File: src/rtl/alu_pkg.sv
// Shared definitions for the serial ALU: command codes, FSM encoding and command helpers.
// Pure declarations; no timing or flow-control behaviour of its own.
package alu_pkg;

   localparam logic [2:0] CMD_ADD  = 3'd0;
   localparam logic [2:0] CMD_SUB  = 3'd1;
   localparam logic [2:0] CMD_XOR  = 3'd2;
   localparam logic [2:0] CMD_SLT  = 3'd3;
   localparam logic [2:0] CMD_AND  = 3'd4;
   localparam logic [2:0] CMD_NAND = 3'd5;
   localparam logic [2:0] CMD_NOR  = 3'd6;
   localparam logic [2:0] CMD_OR   = 3'd7;

   typedef enum logic [1:0] {
      ST_IDLE = 2'd0,
      ST_BUSY = 2'd1,
      ST_DONE = 2'd2
   } state_t;

   // Commands that run through the carry chain (SLT is a subtract underneath).
   function automatic logic is_arith(input logic [2:0] cmd);
      return (cmd == CMD_ADD) || (cmd == CMD_SUB) || (cmd == CMD_SLT);
   endfunction

endpackage

File: src/rtl/alu_slice.sv
// One SLICE-bit step of the serial ALU: adder/subtractor or bitwise op on one slice.
// Purely combinational, zero latency; no flow control.
module alu_slice #(
   parameter int SLICE = 8
) (
   input  logic [SLICE-1:0] a,
   input  logic [SLICE-1:0] b,
   input  logic             cin,
   input  logic [2:0]       command,
   output logic [SLICE-1:0] result,
   output logic             cout,
   output logic             cmsb
);
   import alu_pkg::*;

   logic [SLICE-1:0] b_eff;
   logic [SLICE:0]   sum;

   always_comb begin
      b_eff  = (command == CMD_ADD) ? b : ~b;
      sum    = {1'b0, a} + {1'b0, b_eff} + {{SLICE{1'b0}}, cin};
      result = '0;
      cout   = 1'b0;
      cmsb   = 1'b0;
      if (is_arith(command)) begin
         result = sum[SLICE-1:0];
         cout   = sum[SLICE];
         // Carry into the top bit recovered from its sum bit and its two addend bits.
         cmsb   = sum[SLICE-1] ^ a[SLICE-1] ^ b_eff[SLICE-1];
      end else begin
         case (command)
            CMD_XOR:  result = a ^ b;
            CMD_AND:  result = a & b;
            CMD_NAND: result = ~(a & b);
            CMD_NOR:  result = ~(a | b);
            CMD_OR:   result = a | b;
            default:  result = '0;
         endcase
      end
   end

endmodule

File: src/rtl/alu_serial.sv
// Serial ALU: WIDTH-bit operation done SLICE bits per cycle, latency N=WIDTH/SLICE cycles after accept.
// Valid/ready both sides; one op in flight, outputs held while out_ready is low.
module alu_serial #(
   parameter int WIDTH = 32,
   parameter int SLICE = 8
) (
   input  logic             clk,
   input  logic             rst_n,
   input  logic             in_valid,
   output logic             in_ready,
   input  logic [WIDTH-1:0] a,
   input  logic [WIDTH-1:0] b,
   input  logic [2:0]       command,
   output logic             out_valid,
   input  logic             out_ready,
   output logic [WIDTH-1:0] result,
   output logic             carryout,
   output logic             zero,
   output logic             overflow
);
   import alu_pkg::*;

   localparam int N     = WIDTH / SLICE;
   localparam int CNT_W = (N > 1) ? $clog2(N) : 1;
   localparam logic [CNT_W-1:0] LAST = CNT_W'(N - 1);

   state_t           state_q, state_d;
   logic [CNT_W-1:0] cnt_q, cnt_d;
   logic [WIDTH-1:0] a_q, a_d, b_q, b_d, res_q, res_d;
   logic [2:0]       cmd_q, cmd_d;
   logic             carry_q, carry_d;
   logic             carryout_q, carryout_d;
   logic             zero_q, zero_d;
   logic             overflow_q, overflow_d;

   logic [SLICE-1:0] sl_res;
   logic             sl_cout, sl_cmsb;
   logic [WIDTH-1:0] sl_ext, res_shift;

   alu_slice #(.SLICE(SLICE)) u_slice (
      .a       (a_q[SLICE-1:0]),
      .b       (b_q[SLICE-1:0]),
      .cin     (carry_q),
      .command (cmd_q),
      .result  (sl_res),
      .cout    (sl_cout),
      .cmsb    (sl_cmsb)
   );

   always_ff @(posedge clk or negedge rst_n) begin
      if (!rst_n) state_q <= ST_IDLE;
      else        state_q <= state_d;
   end

   always_comb begin
      state_d = state_q;
      case (state_q)
         ST_IDLE: if (in_valid)       state_d = ST_BUSY;
         ST_BUSY: if (cnt_q == LAST)  state_d = ST_DONE;
         ST_DONE: if (out_ready)      state_d = ST_IDLE;
         default:                     state_d = ST_IDLE;
      endcase
   end

   always_comb begin
      in_ready  = (state_q == ST_IDLE);
      out_valid = (state_q == ST_DONE);
   end

   always_comb begin
      a_d        = a_q;
      b_d        = b_q;
      cmd_d      = cmd_q;
      cnt_d      = cnt_q;
      carry_d    = carry_q;
      res_d      = res_q;
      carryout_d = carryout_q;
      zero_d     = zero_q;
      overflow_d = overflow_q;

      sl_ext            = '0;
      sl_ext[SLICE-1:0] = sl_res;
      // Result fills from the top: after N shifts slice 0 sits at bit 0.
      res_shift = (res_q >> SLICE) | (sl_ext << (WIDTH - SLICE));

      case (state_q)
         ST_IDLE: begin
            if (in_valid) begin
               a_d     = a;
               b_d     = b;
               cmd_d   = command;
               cnt_d   = '0;
               carry_d = (command == CMD_SUB) || (command == CMD_SLT);
            end
         end
         ST_BUSY: begin
            a_d     = a_q >> SLICE;
            b_d     = b_q >> SLICE;
            carry_d = sl_cout;
            res_d   = res_shift;
            cnt_d   = cnt_q + CNT_W'(1);
            if (cnt_q == LAST) begin
               cnt_d      = '0;
               carry_d    = 1'b0;
               carryout_d = 1'b0;
               overflow_d = 1'b0;
               if ((cmd_q == CMD_ADD) || (cmd_q == CMD_SUB)) begin
                  carryout_d = sl_cout;
                  overflow_d = sl_cout ^ sl_cmsb;
               end else if (cmd_q == CMD_SLT) begin
                  // Sign of difference corrected by overflow gives the true signed compare.
                  res_d    = '0;
                  res_d[0] = sl_res[SLICE-1] ^ sl_cout ^ sl_cmsb;
               end
               zero_d = (res_d == '0);
            end
         end
         default: ;
      endcase
   end

   always_ff @(posedge clk or negedge rst_n) begin
      if (!rst_n) begin
         a_q        <= '0;
         b_q        <= '0;
         cmd_q      <= CMD_ADD;
         cnt_q      <= '0;
         carry_q    <= 1'b0;
         res_q      <= '0;
         carryout_q <= 1'b0;
         zero_q     <= 1'b0;
         overflow_q <= 1'b0;
      end else begin
         a_q        <= a_d;
         b_q        <= b_d;
         cmd_q      <= cmd_d;
         cnt_q      <= cnt_d;
         carry_q    <= carry_d;
         res_q      <= res_d;
         carryout_q <= carryout_d;
         zero_q     <= zero_d;
         overflow_q <= overflow_d;
      end
   end

   assign result   = res_q;
   assign carryout = carryout_q;
   assign zero     = zero_q;
   assign overflow = overflow_q;

endmodule
File: config.mk
export PLATFORM = sky130hd
export DESIGN_NAME = alu_serial
export DESIGN_NICKNAME = d
export VERILOG_FILES = /design/src/rtl/alu_pkg.sv /design/src/rtl/alu_slice.sv /design/src/rtl/alu_serial.sv
export SDC_FILE = /design/constraint.sdc
export NUM_CORES = 1
export LEC_CHECK = 0
export ABC_CLOCK_PERIOD_IN_PS = 6850
export CAP_MARGIN = 10
export CORE_AREA = 2 2 141 143
export DETAILED_ROUTE_END_ITERATION = 10
export DIE_AREA = 0 0 143 145
export DONT_BUFFER_PORTS = 1
export GPL_TIMING_DRIVEN = 0
export RECOVER_POWER = 25
export SYNTH_ARGS = -nofsm -noshare
export SYNTH_HDL_FRONTEND = slang
export SYNTH_HIERARCHICAL = 1
export SYNTH_SLANG_ARGS = --single-unit
File: constraint.sdc
create_clock -name clk -period 6.85 [get_ports clk]
set_input_delay 1.37 -clock clk [delete_from_list [all_inputs] [get_ports clk]]
set_output_delay 1.37 -clock clk [all_outputs]
set_load 0.05 [all_outputs]
---- After elaboration in Yosys (flattened, before gate mapping) ----
Cells that the tools add are included.
operators by class
  $add $sub $neg .......................... 3
  equal/unequal tests ..................... 15
  multiplexer cells ....................... 26
  bitwise operators ....................... 12
  reductions and logical operators ........ 11
operators by type and width
  kind                number
  $mux 32             7
  $pmux 32 s2         2
  $pmux 8 s5          1
  $logic_not 32->1    1
  $or 24x32->32       1
  $not 8->8           3
  $mux 8              2
  $eq 3x3->1 const B  4
  $mux 2              5
  $add 8x8->9         1
  $add 9x1->9         1
  $eq 3x2->1 const B  3
  $and 8x8->8         1
  $or 8x8->8          1
  $xor 8x8->8         1
  $eq 3x1->1 const B  2
  $mux 1              6
  $pmux 2 s3          1
  $reduce_and 2->1    3
  $xor 1x1->1         5
  $eq 2x2->1 const B  2
  $ne 2x2->1 const B  2
  $pmux 2 s2          1
  $logic_not 3->1     1
  8 further kinds     10
word-level totals
  register bits ........................... 107
  bits of input ports ..................... 71
  output and inout port bits .............. 37
  word-level logic and storage cells ...... 77

---- Longest topological paths before layout ----
Gate-level depths: netlist of the first run.
  depth in word-level cells ............... 13
  depth in mapped cells ................... 15
  gate-level depth less buffers ........... 14

---- Hierarchy ----
Netlist of the first run, hierarchy kept.
modules (own cells, without submodules)
  module      times used  cells an instance  area each (µm²)  seq. area each (µm²)
  alu_serial  1           535                4605.7           2677.6
  alu_slice   1           133                1042.2           0.0

---- Worst setup path after synthesis of the first run ----
Ideal clock, no wire load.
  kind .................................... register to register
  start ................................... register cmd_q[2]
  end ..................................... register zero_q, in the netlist zero
  library setup time ...................... 0.076 ns
  arrival time ............................ 3.391 ns
  data required time ...................... 6.774 ns
  slack ................................... 3.382 ns
  cell stages (with the launch flop) ...... 16
  buffers on the path ..................... 1
  clock period less this slack ............ 3.468 ns
  cells stage by stage .................... dfrtp_1 > buf_6 > nor3_4 > xnor2_1 > fa_1 > inv_1 > fa_1 > a211oi_1 > o21bai_1 > a21oi_1 > xor2_1 > a21oi_1 > nor4_1 > nand4_1 > or4_1 > o21ai_1
on the way
  elaborated cells on any way between the ends .. 27
  those cells by class .................... 2 x add/sub; 7 x eq/ne; 9 x mux; 5 x bitwise; 4 x reduce/logical
RTL lines
  element                   line                            source
  start: declaration        alu_serial.sv:30                logic [2:0] cmd_q, cmd_d;
  start signal: assignment  alu_serial.sv:136               cmd_q <= cmd_d;
  $logic_not 3->1           alu_pkg.sv:22, alu_slice.sv:20
  $mux 8                    alu_slice.sv:20                 b_eff = (command == CMD_ADD) ? b : ~b;
  $add 8x8->9               alu_slice.sv:21                 sum = {1'b0, a} + {1'b0, b_eff} + {{SLICE{1'b0}}, cin};
  $add 9x1->9               alu_slice.sv:21
  $mux 8 (*)                alu_slice.sv:25                 if (is_arith(command)) begin
  via sl_res[6]             alu_serial.sv:36                logic [SLICE-1:0] sl_res;
  $or 24x32->32 (*)         alu_serial.sv:84                res_shift = (res_q >> SLICE) | (sl_ext << (WIDTH - SLICE));
  $mux 32                   alu_serial.sv:110               end else if (cmd_q == CMD_SLT) begin
  $mux 32 (*)               alu_serial.sv:107               if ((cmd_q == CMD_ADD) || (cmd_q == CMD_SUB)) begin
  $mux 32 (*)               alu_serial.sv:102               if (cnt_q == LAST) begin
  $mux 32 (*)               alu_serial.sv:86                case (state_q)
  $logic_not 32->1 (*)      alu_serial.sv:115               zero_d = (res_d == '0);
  end signal: assignment    alu_serial.sv:141               zero_q <= zero_d;
  end: declaration          alu_serial.sv:33                logic zero_q, zero_d;
The timed path passes the listed nets; every way through them passes the cells marked *. The select of a mux whose other input is x is not followed.
A chain may end at the register's enable or synchronous reset.

---- Final worst setup path of the first run ----
  start ................................... register cmd_q[2]
  end ..................................... register zero_q, in the netlist zero
on the way
  elaborated cells on any way between the ends .. 27
  those cells by class .................... 2 x add/sub; 7 x eq/ne; 9 x mux; 5 x bitwise; 4 x reduce/logical
RTL lines
  element                    line                            source
  $logic_not 3->1            alu_pkg.sv:22, alu_slice.sv:20
  $mux 8                     alu_slice.sv:20
  $add 8x8->9                alu_slice.sv:21
  $add 9x1->9                alu_slice.sv:21
  $mux 8 (*)                 alu_slice.sv:25
  via sl_res[7]              alu_serial.sv:36
  $xor 1x1->1 (2 in series)  alu_serial.sv:113               res_d[0] = sl_res[SLICE-1] ^ sl_cout ^ sl_cmsb;
  $mux 32                    alu_serial.sv:110
  $mux 32 (*)                alu_serial.sv:107
  $mux 32 (*)                alu_serial.sv:102
  $mux 32 (*)                alu_serial.sv:86
  $logic_not 32->1 (*)       alu_serial.sv:115
Marks and branches as above.

==> summary.txt, run 1 <==
outcome - finished, final reports clean
number of vias per cell - 4.67
largest net degree at the start of global routing - 108
drt pass-1 iters - 4
max-cap check violation count - 0
H-tree Lvls - 3
Synth area leader - dfrtp_1
final period demand of the worst path - 4070 ps
CTS Sinks - 107
global-route wire length before repair - 23800 um
post_cts resized - 0
drt drc - 0
routed wire length - 14800 um
clk buf depth - 2
register area share after synthesis - 0.474
Slew @ Worst Pin - 987 ps
post-synthesis register bit count - 107
critical path class - register to register
PnR worst setup slack - 2780 ps
DP Worst Slack - 2820 ps
setup TNS - 0 ps
RSZ-0062 raised after global routing - false
Fillers - 2026
Starting Density - 0.294
CP endpoint kind - register
initial antenna violation count - 0
Netlist cell types - 41
Yosys top cell area share - 0.474
GP Congestion - 0.766
period utilization - 0.594
highest fanout seen on the critical path - 10
Die Y - 145 um
worst skew pair latency - 370 ps
Final Hold Viols - 0
multi-input logic area - 0.00269 mm2
antenna diode count - 0
GRT Util Overall - 0.147
Slew Viols, Final - 0
remaining global-route overflow - 0
total vias in the final route - 4432
DIE AREA - 0.0207 mm2
initial drt markers - 317
Die W - 143 um
CTS root buf - clkbuf_16
critical path data arrival time - 4350 ps
Critical Path RT - 7130 ps
Post-CTS Hold Buffers - 0
Post-Syn Area - 0.00565 mm2
nets - 777
worst hold margin - 505 ps
DRT antenna net count - 0
CTS Buf Count - 9
number of synthesized flops with an enable pin - 0
Post-CTS Setup Repair Bufs - 0
top_reg_cell synth - dfrtp_1
Rel. slew slack - 0.339
Mean Syn Cell Area - 8.45 um2
YS warnings - 6
layout cells sized above 1 - 0.0497
total core area - 0.0192 mm2
Synth-to-Final Area Change - 11.1%
floorplan row count - 51
clk_skew - 11.6 ps
fin area - 0.00628 mm2
final setup fails - 0
dpl cell area - 0.00598 mm2
HPWL Detailed - 11200 um
io pins - 108
Mapped Nets - 766
vias in the first global route - 4476
FMAX - 246 MHz
Hold Crit Class - register to register
Routed wire per std cell - 15.6 um
Buffers on Ports - 0
Clk pin slew, worst setup/hold paths - 80 ps
Area contributors post-synth - dfrtp_1, nand2_1, ha_1
Cells after Synth - 668
CTS tree - built
Sequential cell area - 0.00268 mm2
asr flop ratio synth - 1.00
Critical Path Start Type - register
-- area by class of cell --
type,count,area share
buffer,44,0.0323
clock buffer,9,0.0359
clock inverter,7,0.0114
inverter,20,0.0120
multi-input combinational,497,0.429
sequential,107,0.427
tap,265,0.0528
-- worst paths after layout --
kind                           from          to  slack (ps)  depth (start not counted)
setup / recovery           cmd_q[2]        zero        2780                         13
hold / removal              b_q[29]     b_q[29]         500                          2
setup reg to reg           cmd_q[2]        zero        2780                         13
hold reg to reg             b_q[29]     b_q[29]         500                          2
max in group asynchronous     rst_n      a_q[2]        5930                          0
min in group asynchronous     rst_n  result[29]         700                          0
-- per-stage QoR --
| stage | instances | utilization |
|---|---|---|
| after floorplan | 668 | - |
| after global placement | 933 | 0.311 |
| after detailed placement | 933 | 0.311 |
| after CTS | 949 | 0.327 |
| after global routing | 949 | 0.327 |
| final | 949 | 0.327 |
-- layout by cell type (no fill, tap or decap), drive strengths merged --
cell type	instances
fa	2
ha	25
o21a	1
inv	22
nor4	8
xor2	7
nand3b	2
clkbuf	33
nor2b	1
xnor2	17
or3b	1
and2	1
clkinv	3
a211oi	3
o31ai	2
nand4b	1
o21ai	15
dfrtp	107
o21bai	1
nor3	1
nand2	210
nor2	59
a22o	2
nor3b	3
or4	1
mux2i	11
a31oi	49
nand3	49
and2b	1
buf	20
o41ai	1
a21o	1
and3b	1
clkinvlp	2
nand2b	7
a21oi	12
nand4	2
-- metal layers --
layer / wire, um / vias to the layer above / track usage
met2: 6700 / 107 / 0.225
met1: 6390 / 2069 / 0.187
li1: - / 2246 / -
met3: 1540 / 10 / 0.0690
met5: 0 / - / 0
met4: 156 / 0 / 0.0356
-- sequential cells by signal, indices dropped and copies added (netlist names) --
register / count
carry_q: 1
overflow: 1
cnt_q: 2
cmd_q: 3
result: 32
carryout: 1
state_q: 2
zero: 1
b_q: 32
a_q: 32
-- cell families after synthesis --
| family | count (synthesis) | share of synthesized area |
|---|---|---|
| mux | 11 | 0.0195 |
| xor+xnor | 24 | 0.0399 |
| fa+ha+maj | 27 | 0.0625 |
| flops | 107 | 0.474 |
| simple gates | 348 | 0.261 |
| compound gates | 87 | 0.0935 |
| buf+inv | 64 | 0.0492 |
-- worst max-delay path, cell delays in order (launching register included) --
cell,delay [ps]
dfrtp_1,430
buf_6,170
nor3_4,520
xnor2_1,170
ha_1,350
a21oi_1,170
a31oi_1,140
o41ai_1,420
xor2_1,280
o21ai_0,220
nor4_1,360
nand4_1,170
or4_1,490
o21ai_1,80
-- cells in the mapped netlist (2+ instances only) --
| cell type | n |
|---|---|
| a211oi_1 | 3 |
| a21oi_1 | 12 |
| a22o_1 | 2 |
| a31oi_1 | 49 |
| buf_1 | 6 |
| buf_2 | 9 |
| buf_4 | 3 |
| buf_6 | 2 |
| clkbuf_1 | 24 |
| dfrtp_1 | 107 |
| fa_1 | 2 |
| ha_1 | 25 |
| inv_1 | 20 |
| mux2i_1 | 11 |
| nand2_1 | 209 |
| nand2b_1 | 7 |
| nand3_1 | 49 |
| nand3b_1 | 2 |
| nand4_1 | 2 |
| nor2_1 | 59 |
| nor3b_1 | 3 |
| nor4_1 | 8 |
| o21ai_0 | 13 |
| o21ai_1 | 2 |
| o31ai_1 | 2 |
| xnor2_1 | 15 |
| xnor2_2 | 2 |
| xor2_1 | 7 |
Power of run 1 is not shown: default switching activity piles up to over one toggle a cycle in this logic, so the estimate is an artifact.
==> inputs of run 2 (changes only) <==
--- a/config.mk
+++ b/config.mk
@@ -5,7 +5,7 @@
 export SDC_FILE = /design/constraint.sdc
 export NUM_CORES = 1
 export LEC_CHECK = 0
-export ABC_CLOCK_PERIOD_IN_PS = 6850
+export ABC_CLOCK_PERIOD_IN_PS = 4100
 export CAP_MARGIN = 10
 export CORE_AREA = 2 2 141 143
 export DETAILED_ROUTE_END_ITERATION = 10
==> constraint.sdc (replaced) <==
create_clock -name clk -period 4.1 [get_ports clk]
set_input_delay 0.82 -clock clk [delete_from_list [all_inputs] [get_ports clk]]
set_output_delay 0.82 -clock clk [all_outputs]
set_load 0.05 [all_outputs]
==> run 2 against run 1 <==
  * Final cell count increased by 0.74%
  * Setup slack got worse by 2500 ps
  * Sequential share of layout area decreased by 0.40 points
  * Critical endpoint unchanged
  * Critical path depth increased by 1
==> summary.txt, run 2 (same netlist as run 1, synthesis figures left out) <==
CTS tree - built
Rel. slew slack - 0.332
CTS Sinks - 107
outcome - finished, final reports clean
worst hold margin - 150 ps
dpl cells - 933
floorplan row count - 51
remaining global-route overflow - 0
Starting Density - 0.294
clk buf depth - 2
GP Congestion - 0.766
initial antenna violation count - 0
FMAX - 265 MHz
H-tree Lvls - 3
most used cell, CP - o21ai_1
most frequent cells in the layout - nand2_1, dfrtp_1, nor2_1, a31oi_1, nand3_1
Die W - 143 um
period utilization - 0.922
Critical Path RT - 4380 ps
total core area - 0.0192 mm2
Non-Filler Instances - 956
drt pass-1 iters - 4
Final Core Density - 0.330
Slew @ Worst Pin - 998 ps
Crit Reg-Reg Endpoint - zero
clk_skew - 15.6 ps
global-route wire length before repair - 23800 um
io pins - 108
Top delay family on crit path - simple AND/OR/NAND/NOR gates
DRT antenna net count - 0
RSZ-0062 raised after global routing - false
GRT Util Overall - 0.147
Slew Viols, Final - 0
CTS Buf Count - 9
nets - 784
DIE AREA - 0.0207 mm2
max-cap check violation count - 0
highest fanout seen on the critical path - 10
drt drc - 0
HPWL Detailed - 11200 um
setup TNS - 0 ps
largest net degree at the start of global routing - 108
Final Hold Viols - 0
final setup fails - 0
critical path class - register to register
vias in the first global route - 4476
CP endpoint kind - register
initial drt markers - 304
total vias in the final route - 4496
worst skew pair latency - 370 ps
crit path max-delay cell type - or4_1
Slowest Stage Delay on Critical Path - 490 ps
Critical Path Start Type - register
Worst Reg-to-Reg Cells - 14
antenna diode count - 0
worst path cell trace - buf_6, nor3_4, buf_4, xnor2_1, ha_1, o21ai_1, a31oi_1, o41ai_2, xor2_1, o21ai_0, nor4_1, nand4_1, or4_1, o21ai_1
critical path data arrival time - 4060 ps
Hold Crit Class - input port to asynchronous set/reset pin
flop-to-flop setup slack - 320 ps
CTS root buf - clkbuf_16
Routed wire per std cell - 15.6 um
final period demand of the worst path - 3780 ps
commonest non-fill, non-tap cell in the layout - nand2_1
Buffers on Ports - 0
routed wire length - 14900 um
Worst Path Buf+Inv - 2
Die Y - 145 um
number of vias per cell - 4.70
Clk pin slew, worst setup/hold paths - 70 ps
R2R Path Start - cmd_q[2]
layout cells sized above 1 - 0.0608
Synth-to-Final Area Change - 12.2%
run 2: changes by cell type in the layout (fill, tap and decap cells not counted):
| cell | delta |
|---|---|
| o41ai_2 | +1 |
| buf_4 | +7 |
| o41ai_1 | -1 |
run 2: area by class of cell:
cell class | count | area, um2
Buffer | 44 | 203
Clock buffer | 9 | 225
Clock inverter | 7 | 71.3
Fill cell | 2022 | 12900
Inverter | 20 | 75.1
Multi-Input combinational cell | 497 | 2700
Sequential cell | 107 | 2680
Tap cell | 265 | 332
Timing Repair Buffer | 7 | 52.6
run 2: per-layer routing:
layer	vias up	wire (um)	track usage
met5	-	0	0
met4	0	156	0.0356
met3	10	1460	0.0690
met2	107	6770	0.225
met1	2119	6520	0.187
li1	2260	-	-
run 2: through the flow:
step           instance area [um2]  worst slack [ps]
6_report                      6340               322
5_1_grt                       6340              25.1
4_1_cts                       6280              45.4
3_5_place_dp                  5980              69.4
3_3_place_gp                  5980               116
2_1_floorplan                 5650               632
run 2: what timing repair did:
item | 4_1_cts | 5_1_grt
hold buffers | 0 | 0
buffers inserted | 0 | 7
gates resized for setup | 0 | 1
endpoints found under the setup margin | 0 | 1
run 2: worst max path at each step:
stage / cells after the start / end / startpoint / slack (ps)
6_report: 14 / zero / cmd_q[2] / 320
5_1_grt: 16 / zero / cmd_q[2] / 30
4_1_cts: 13 / zero / cmd_q[2] / 50
3_5_place_dp: 13 / zero / cmd_q[2] / 70
3_3_place_gp: 13 / zero / cmd_q[2] / 120
2_1_floorplan: 15 / zero / cmd_q[2] / 630
Power of run 2 is left out for the same reason.
==> inputs of run 3 (changes only) <==
==> constraint.sdc (replaced) <==
create_clock -name clk -period 4.1 [get_ports clk]
set_input_delay 0.205 -clock clk [delete_from_list [all_inputs] [get_ports clk]]
set_output_delay 0.205 -clock clk [all_outputs]
set_load 0.05 [all_outputs]
==> run 3 against run 2 <==
  * The flow now finishes with violations (max-capacitance violations, max-slew violations)
  * Routed wire length is 3.5% higher
  * Non-clock buffer count is 68 higher
  * Design area is 11% higher
  * Die area stayed put
  * Via count is 6.9% higher
  * First-iteration DRC count is 6.6% higher
  * Final cell count is 7.1% higher
  * Highest routed layer unchanged
==> summary.txt, run 3 (same netlist as run 1, synthesis figures left out) <==
worst hold margin - 13.4 ps
commonest non-fill, non-tap cell in the layout - nand2_1
clk_skew - 13.5 ps
final period demand of the worst path - 3770 ps
Starting Density - 0.294
initial drt markers - 324
Die W - 143 um
H-tree Lvls - 3
GRT Util Overall - 0.152
PnR worst setup slack - 331 ps
remaining global-route overflow - 0
largest net degree at the start of global routing - 108
crit path max-delay cell type - fa_1
nets - 852
critical path data arrival time - 4050 ps
Sequential cell area - 0.00268 mm2
Power Dens Cells - 998 mW/mm2
flop-to-flop setup slack - 330 ps
outcome - finished with violations
clk buf depth - 2
worst path cell trace - buf_6, nor3_4, buf_4, xnor2_1, fa_1, inv_1, fa_1, a211oi_1, o21bai_1, a21oi_1, xor2_1, a21oi_1, nor4_1, nand4_1, or4_1, o21ai_1
Slew @ Worst Pin - 2680 ps
Final Hold Viols - 0
antenna diode count - 0
FMAX - 265 MHz
HPWL Detailed - 11200 um
Worst Reg-to-Reg Cells - 16
drt pass-1 iters - 5
hold depth - 2
final setup fails - 0
layout cells sized above 1 - 0.0567
Die Y - 145 um
DP Worst Slack - 69.4 ps
highest fanout seen on the critical path - 10
number of vias per cell - 4.69
total vias in the final route - 4806
CTS Sinks - 107
global-route wire length before repair - 25100 um
CP endpoint kind - register
total core area - 0.0192 mm2
Routed wire per std cell - 15.1 um
P_leak - 3.31 nW
Clk pin slew, worst setup/hold paths - 90 ps
routed wire length - 15400 um
dpl cell area - 0.00598 mm2
DIE AREA - 0.0207 mm2
R2R Path Start - cmd_q[2]
setup TNS - 0 ps
vias in the first global route - 4855
Fillers - 1971
multi-input logic area - 0.00270 mm2
GP Congestion - 0.766
maximum vdd drop - 0.356 mV
Crit Reg-Reg Endpoint - zero
initial antenna violation count - 0
Top delay family on crit path - simple AND/OR/NAND/NOR gates
CTS root buf - clkbuf_16
max-cap check violation count - 1
Slowest Stage Delay on Critical Path - 450 ps
hold endpoint - a_q[12]
most frequent cells in the layout - nand2_1, dfrtp_1, dlygate4sd3_1, nor2_1
RSZ-0062 raised after global routing - false
Synth-to-Final Area Change - 24.1%
floorplan row count - 51
CTS Buf Count - 9
Tot Pwr - 0.00700 W
io pins - 108
min-delay src - a[12]
Rel. slew slack - -0.784
failing checks - max-capacitance violations, max-slew violations
CTS tree - built
Critical Path RT - 4380 ps
critical path class - register to register
worst skew pair latency - 370 ps
drt drc - 0
Hold Crit Class - input port to register
Buffers on Ports - 0
Critical Path Start Type - register
Worst Path Buf+Inv - 3
DRT antenna net count - 0
period utilization - 0.919
fin area - 0.00701 mm2
Slew Viols, Final - 108
## run 3: changes by cell type in the layout (fill, tap and decap cells not counted), sizes merged
cell	change
clkbuf	+1
dlygate4sd3	+67
## run 3: layout make-up
class | instances | area share
Timing Repair Buffer | 75 | 0.104
Clock inverter | 7 | 0.0102
Multi-Input combinational cell | 497 | 0.385
Sequential cell | 107 | 0.382
Inverter | 20 | 0.0107
Tap cell | 265 | 0.0473
Clock buffer | 9 | 0.0321
Buffer | 44 | 0.0289
## run 3: what timing repair did
item | 4_1_cts | 5_1_grt
gates resized for setup | 0 | 1
buffers inserted | 0 | 7
hold buffers | 67 | 1
setup endpoints to repair | 0 | 1
endpoints found under the hold margin | 172 | 1
## run 3: report_power, final
| group | total, W | switching [W] | leakage, nW | internal [W] |
|---|---|---|---|---|
| Combinational | 0.00359 | 0.00213 | 1.85 | 0.00146 |
| Sequential | 0.00254 | 0.000975 | 1.32 | 0.00156 |
| Clock | 0.000867 | 0.000438 | 0.138 | 0.000428 |
| Total | 0.00700 | 0.00355 | 3.31 | 0.00345 |
## run 3: metrics by stage
| step | instances | utilization |
|---|---|---|
| finish | 1024 | 0.365 |
| global route | 1024 | 0.365 |
| CTS | 1016 | 0.363 |
| detailed placement | 933 | 0.311 |
| global placement | 933 | 0.311 |
| floorplan | 668 | - |
## run 3: how the worst max path moves through the flow
| stage | start | to | slack, ps | cells past startpoint |
|---|---|---|---|---|
| after detailed placement | cmd_q[2] | zero | 70 | 13 |
| after global routing | cmd_q[2] | zero | 30 | 16 |
| after floorplan | cmd_q[2] | zero | 630 | 15 |
| final | cmd_q[2] | zero | 330 | 16 |
| after global placement | cmd_q[2] | zero | 120 | 13 |
| after CTS | cmd_q[2] | zero | 50 | 13 |
## run 3: metal layers
metal	track usage	vias to the layer above	wire length, um
met5	0	-	0
met4	0.0376	0	156
met3	0.0495	10	1090
met2	0.241	126	7140
met1	0.201	2273	7040
li1	-	2397	-
Power figures use the tool's default switching activity.
